$ cat config.mk
export PLATFORM = sky130hd
export DESIGN_NAME = button_debounce
export DESIGN_NICKNAME = d
export VERILOG_FILES = /design/src/rtl/button_debounce.sv
export SDC_FILE = /design/constraint.sdc
export NUM_CORES = 1
export LEC_CHECK = 0
export ABC_AREA = 0
export BUFFER_PORTS_ARGS = -buffer_cell sky130_fd_sc_hd__buf_2
export CAP_MARGIN = 10
export CORE_MARGIN = 2
export CORE_UTILIZATION = 62
export DETAILED_ROUTE_END_ITERATION = 16
export GPL_ROUTABILITY_DRIVEN = 0
export PLACE_DENSITY = 0.8
export SETUP_SLACK_MARGIN = 0.15
export SYNTH_ARGS = -nofsm -noshare
export SYNTH_HDL_FRONTEND = slang
export SYNTH_SLANG_ARGS = --single-unit
$ cat constraint.sdc
create_clock -name clk -period 2.61 [get_ports clk]
set_input_delay 0.1305 -clock clk [delete_from_list [all_inputs] [get_ports clk]]
set_output_delay 0.1305 -clock clk [all_outputs]
set_load 0.01 [all_outputs]
$ cat src/rtl/button_debounce.sv
// Per-button 2-flop synchroniser + debounce FSM producing clean levels and press/release pulses.
// Optional auto-repeat of btn_press while held is enabled by defining BTN_REPEAT_EN.
module button_debounce #(
   parameter int N_BTN           = 5,
   parameter int DEBOUNCE_CYCLES = 1000000,
   parameter int CNT_W           = 20,
   parameter bit INVERT_IN       = 1'b0
`ifdef BTN_REPEAT_EN
   ,
   parameter int REPEAT_DELAY    = 50000000,
   parameter int REPEAT_PERIOD   = 10000000
`endif
) (
   input  logic             clk,
   input  logic             rst_n,
   input  logic [N_BTN-1:0] btn_raw,
   output logic [N_BTN-1:0] btn_level,
   output logic [N_BTN-1:0] btn_press,
   output logic [N_BTN-1:0] btn_release
);

   typedef enum logic [1:0] {IDLE_LO, WAIT_HI, IDLE_HI, WAIT_LO} state_t;

   localparam logic [CNT_W-1:0] CNT_ONE  = CNT_W'(1);
   localparam logic [CNT_W-1:0] CNT_LAST = CNT_W'(DEBOUNCE_CYCLES - 1);

`ifdef BTN_REPEAT_EN
   localparam int RPT_MAX = (REPEAT_DELAY > REPEAT_PERIOD) ? REPEAT_DELAY : REPEAT_PERIOD;
   localparam int RPT_W   = $clog2(RPT_MAX + 1);
   localparam logic [RPT_W-1:0] RPT_ONE        = RPT_W'(1);
   localparam logic [RPT_W-1:0] RPT_DELAY_LAST = RPT_W'(REPEAT_DELAY - 1);
   localparam logic [RPT_W-1:0] RPT_PER_LAST   = RPT_W'(REPEAT_PERIOD - 1);
`endif

   function automatic logic cnt_done(input logic [CNT_W-1:0] c);
      return c == CNT_LAST;
   endfunction

   logic [N_BTN-1:0] sync_p0, sync_p1;

   // Stage p0/p1: two-flop synchroniser of the (optionally inverted) pad inputs
   always_ff @(posedge clk or negedge rst_n) begin
      if (!rst_n) begin
         sync_p0 <= '0;
         sync_p1 <= '0;
      end else begin
         sync_p0 <= btn_raw ^ {N_BTN{INVERT_IN}};
         sync_p1 <= sync_p0;
      end
   end

   // Debounce stage: one independent FSM and counter per button
   for (genvar i = 0; i < N_BTN; i++) begin : g_btn
      state_t           state;
      logic [CNT_W-1:0] cnt;
      logic             level_r, press_r, release_r;
      logic             s;
`ifdef BTN_REPEAT_EN
      logic [RPT_W-1:0] rpt_cnt;
      logic             rpt_first;
`endif

      assign s = sync_p1[i];

      always_ff @(posedge clk or negedge rst_n) begin
         if (!rst_n) begin
            state     <= IDLE_LO;
            cnt       <= '0;
            level_r   <= 1'b0;
            press_r   <= 1'b0;
            release_r <= 1'b0;
`ifdef BTN_REPEAT_EN
            rpt_cnt   <= '0;
            rpt_first <= 1'b1;
`endif
         end else begin
            press_r   <= 1'b0;
            release_r <= 1'b0;
            case (state)
               IDLE_LO: begin
                  if (s) begin
                     state <= WAIT_HI;
                     cnt   <= CNT_ONE;
                  end else begin
                     cnt   <= '0;
                  end
               end
               WAIT_HI: begin
                  if (!s) begin
                     state <= IDLE_LO;
                     cnt   <= '0;
                  end else if (cnt_done(cnt)) begin
                     state   <= IDLE_HI;
                     level_r <= 1'b1;
                     press_r <= 1'b1;
                     cnt     <= '0;
                  end else begin
                     cnt <= cnt + CNT_ONE;
                  end
               end
               IDLE_HI: begin
                  if (!s) begin
                     state <= WAIT_LO;
                     cnt   <= CNT_ONE;
`ifdef BTN_REPEAT_EN
                     rpt_cnt   <= '0;
                     rpt_first <= 1'b1;
`endif
                  end
`ifdef BTN_REPEAT_EN
                  // First repeat waits REPEAT_DELAY, later ones REPEAT_PERIOD
                  else if (rpt_cnt == (rpt_first ? RPT_DELAY_LAST : RPT_PER_LAST)) begin
                     press_r   <= 1'b1;
                     rpt_cnt   <= '0;
                     rpt_first <= 1'b0;
                  end else begin
                     rpt_cnt <= rpt_cnt + RPT_ONE;
                  end
`endif
               end
               WAIT_LO: begin
                  if (s) begin
                     state <= IDLE_HI;
                     cnt   <= '0;
                  end else if (cnt_done(cnt)) begin
                     state     <= IDLE_LO;
                     level_r   <= 1'b0;
                     release_r <= 1'b1;
                     cnt       <= '0;
                  end else begin
                     cnt <= cnt + CNT_ONE;
                  end
               end
               default: begin
                  state <= IDLE_LO;
                  cnt   <= '0;
               end
            endcase
         end
      end

      assign btn_level[i]   = level_r;
      assign btn_press[i]   = press_r;
      assign btn_release[i] = release_r;
   end

endmodule
==> flow_summary_export.csv <==
group,metric,value,unit
drt,post_drt_wl_per_cell,16.1,µm
yosys,synth-seq-cells,135,
global_routing,grt_pass1_vias,5444,
floorplanning,core_area,10900,µm²
cells_and_area,nets,781,
worst_setup_path,worstPathCellList,"ha_1 > nand3_1 > nor4_1 > a21oi_4 > nor3b_1 > a211o_1",
clock_tree,cts_tree,"done",
power_and_ir_drop,p_int,3.79,mW
floorplanning,io_pins,22,
clock_tree,clkSinkCount,135,
global_routing,antenna_found_initial,0,
drt,met2WireLength,7030,µm
cells_and_area,final_cells,921,
sta,fmax,433,MHz
yosys,yosys_most_used_dff,"dfrtp_1",
sta,setup_viol,0,
clock_tree,clkTransAtPathRegs,0.06,ns
clock_tree,clock_latency,0.42,ns
worst_setup_path,path_max_fanout,36,
power_and_ir_drop,combPwrFrac,4.3,%
worst_setup_path,r2r_cells,6,
worst_setup_path,cp_top_family,"simple AND/OR/NAND/NOR gates",
drt,routed_wl,14800,µm
power_and_ir_drop,seq_power_share,45.7,%
worst_setup_path,critPathSlowestCell,"nor4_1",
sta,rsz0062_at_grt,"false",
power_and_ir_drop,total_power,4.84,mW
flow_run,drv_cap,0,
floorplanning,start_util,64.1,%
power_and_ir_drop,leakagePower,3.33,nW
outcome,status,"completed",
clock_tree,max-clock-path-buffers,2,
sta,post-route-period-util,88.4,%
sta,worst_pin_slew,0.798,ns
worst_setup_path,timing.setup.critical_path_class,"reg2reg",
drt,routed.top_layer,"met4",
global_routing,gr-total-overflow,0,
floorplanning,design.die.area,12200,µm²
cells_and_area,drive_gt1_share,10.6,%
power_and_ir_drop,powerDensity,616,nW/µm²
sta,report.final.slew_viol_count,0,
drt,wl_met1,6780,µm
yosys,postSynthAreaPerCell,9.29,µm²
worst_setup_path,crit_path_end_kind,"flip-flop",
drt,vias,6010,
sta,setup_ws,0.303,ns
yosys,syn_nets,767,
global_routing,grt_use_total,26.1,%
cells_and_area,layout_commonest_cell,"dfrtp_1",
sta,layout_min_cycle_time,2.31,ns
placed_design,place_ws,0.132,ns
worst_setup_path,path_depth,6,
yosys,postSynth.asyncResetShare,100,%
worst_setup_path,cp-start-kind,"flip-flop",
placed_design,portBuffers,21,
worst_setup_path,critPathRequiredTime,2.92,ns
yosys,netlist_area,7010,µm²
power_and_ir_drop,ir_worst_vdd,0.714,mV
clock_tree,root_buffer,"clkbuf_16",
yosys,ys_types,58,
cells_and_area,synthToLayoutAreaGrowth,12.1,%
clock_tree,cts_htree_levels,4,
power_and_ir_drop,switching_share,21.9,%
worst_setup_path,cp_slowest_stage_delay,0.57,ns
sta,tns,0,ns
sta,finalHoldViolCount,0,
power_and_ir_drop,p_sw,1.06,mW
sta,maxSlewHeadroom,46.7,%
drt,wl_met3,846,µm
yosys,ys_warn_count,0,
floorplanning,die_h,110,µm
global_routing,grt_start_max_net_pins,55,
sta,skew,0.00626,ns
drt,vias_per_cell,6.53,
drt,ant_nets,0,
drt,post-route-drc-count,0,
yosys,synth_edf_count,0,
power_and_ir_drop,clkPwrFrac,50.1,%
cells_and_area,fin_util,71.9,%
worst_hold_path,min_path_type,"in2async",
placed_design,dp_hpwl,9770,µm
drt,first_iter_violations,437,
cells_and_area,final_cell_mix,"135 x dfrtp_1, 89 x nand2_1, 63 x a31oi_1, 62 x nand3_1, 55 x a21oi_1",
global_routing,grt_pass1_wl,25000,µm
placed_design,placedCellCount,884,
floorplanning,rows,38,
cells_and_area,diodes,0,
clock_tree,cts_made_buffers,17,
drt,dr.pass1.iters,6,
yosys,synth-seq-area-share,48.2,%
worst_setup_path,cp.arrival,2.61,ns
clock_tree,cts_post_setup_buffers_inserted,0,
floorplanning,fp.dieW,110,µm
yosys,synth_cells,755,
worst_setup_path,path_buf_inv,0,
## final cells by class
type / instances / area [µm²]
Timing Repair Buffer: 39 / 274
Tap cell: 140 / 175
Multi-Input combinational cell: 557 / 3360
Fill cell: 786 / 3080
Clock buffer: 23 / 478
Clock inverter: 8 / 121
Inverter: 19 / 71.3
Sequential cell: 135 / 3380
## timing repair
item	4_1_cts	5_1_grt
hold buffers	6	0
endpoints found under the hold margin	55	0
pin swaps	0	0
resized for setup	1	5
setup endpoints to repair	4	22
## worst reg2reg max path, cell delays in order (launching register included)
cell and delay, ns:
dfrtp_1 0.40, ha_1 0.23, nand3_1 0.16, nor4_1 0.57, a21oi_4 0.34, nor3b_1 0.24, a211o_1 0.26
## power groups by stage
stage / Combinational, mW / Sequential (mW) / Clock (mW)
after floorplan: 0.126 / 2.23 / 0
after global placement: 0.189 / 2.24 / 0
after detailed placement: 0.200 / 2.24 / 0
after CTS: 0.208 / 2.21 / 2.45
after global routing: 0.236 / 2.22 / 2.55
final: 0.206 / 2.21 / 2.43
## worst paths after layout
path,start,endpoint,slack [ns]
setup / recovery,g_btn[0].cnt[0]$_DFFE_PN0P_,g_btn[0].cnt[15]$_DFFE_PN0P_,0.30
hold / removal,rst_n,g_btn[1].release_r$_DFF_PN0_,0.21
setup reg to reg,g_btn[0].cnt[0]$_DFFE_PN0P_,g_btn[0].cnt[15]$_DFFE_PN0P_,0.30
hold reg to reg,sync_p0[1]$_DFF_PN0_,sync_p1[1]$_DFF_PN0_,0.34
max in group asynchronous,rst_n,g_btn[2].cnt[6]$_DFFE_PN0P_,1.60
min in group clk,sync_p0[1]$_DFF_PN0_,sync_p1[1]$_DFF_PN0_,0.34
## registers in the layout (all words and copies together) (netlist names), named ones only
register / count
sync_p0: 5
g_btn.cnt: 100
g_btn.state: 5
g_btn.release_r: 5
g_btn.press_r: 5
sync_p1: 5
g_btn.level_r: 5
## per-layer routing
metal  global-route usage, %  vias to the layer above
met2                    40.6                      185
met5                       0                        -
met1                    35.9                     2940
li1                        -                     2862
met3                    6.70                       23
met4                    9.02                        0
## cells by family (layout without fill, tap and decap cells)
| logic type | Yosys count | count (layout) | share of synthesized area [%] |
|---|---|---|---|
| compound gates | 211 | 211 | 19.4 |
| xor+xnor | 6 | 6 | 0.749 |
| fa+ha+maj | 5 | 5 | 0.892 |
| buf+inv | 63 | 89 | 4.59 |
| flops | 135 | 135 | 48.2 |
| mux | 14 | 14 | 2.03 |
| simple gates | 321 | 321 | 24.2 |
## cell usage after synthesis (all sizes together) (6+ instances only)
cell	instances	area share [%]
dfrtp	135	48
a41oi	19	2.4
nand3	62	4.4
nor4	19	2.3
mux2i	12	1.7
a31oi	63	5.6
nand3b	6	0.64
nand4	19	1.7
nand2	89	4.8
buf	26	2.6
and2	9	0.80
and3	13	1.2
nor2	45	2.4
a21o	7	0.75
inv	19	1.0
nand2b	13	1.2
clkbuf	18	0.96
nor3	17	1.2
a22o	10	1.2
a21oi	60	4.5
o21ai	29	2.1
## per-stage QoR
| stage | hold WS (ns) | cell area, µm² |
|---|---|---|
| floorplan | -0.165 | 7010 |
| global placement | 0.102 | 7160 |
| detailed placement | 0.105 | 7160 |
| CTS | 0.239 | 7820 |
| global route | 0.277 | 7860 |
| finish | 0.212 | 7860 |
(Power assumes the default switching activity.)
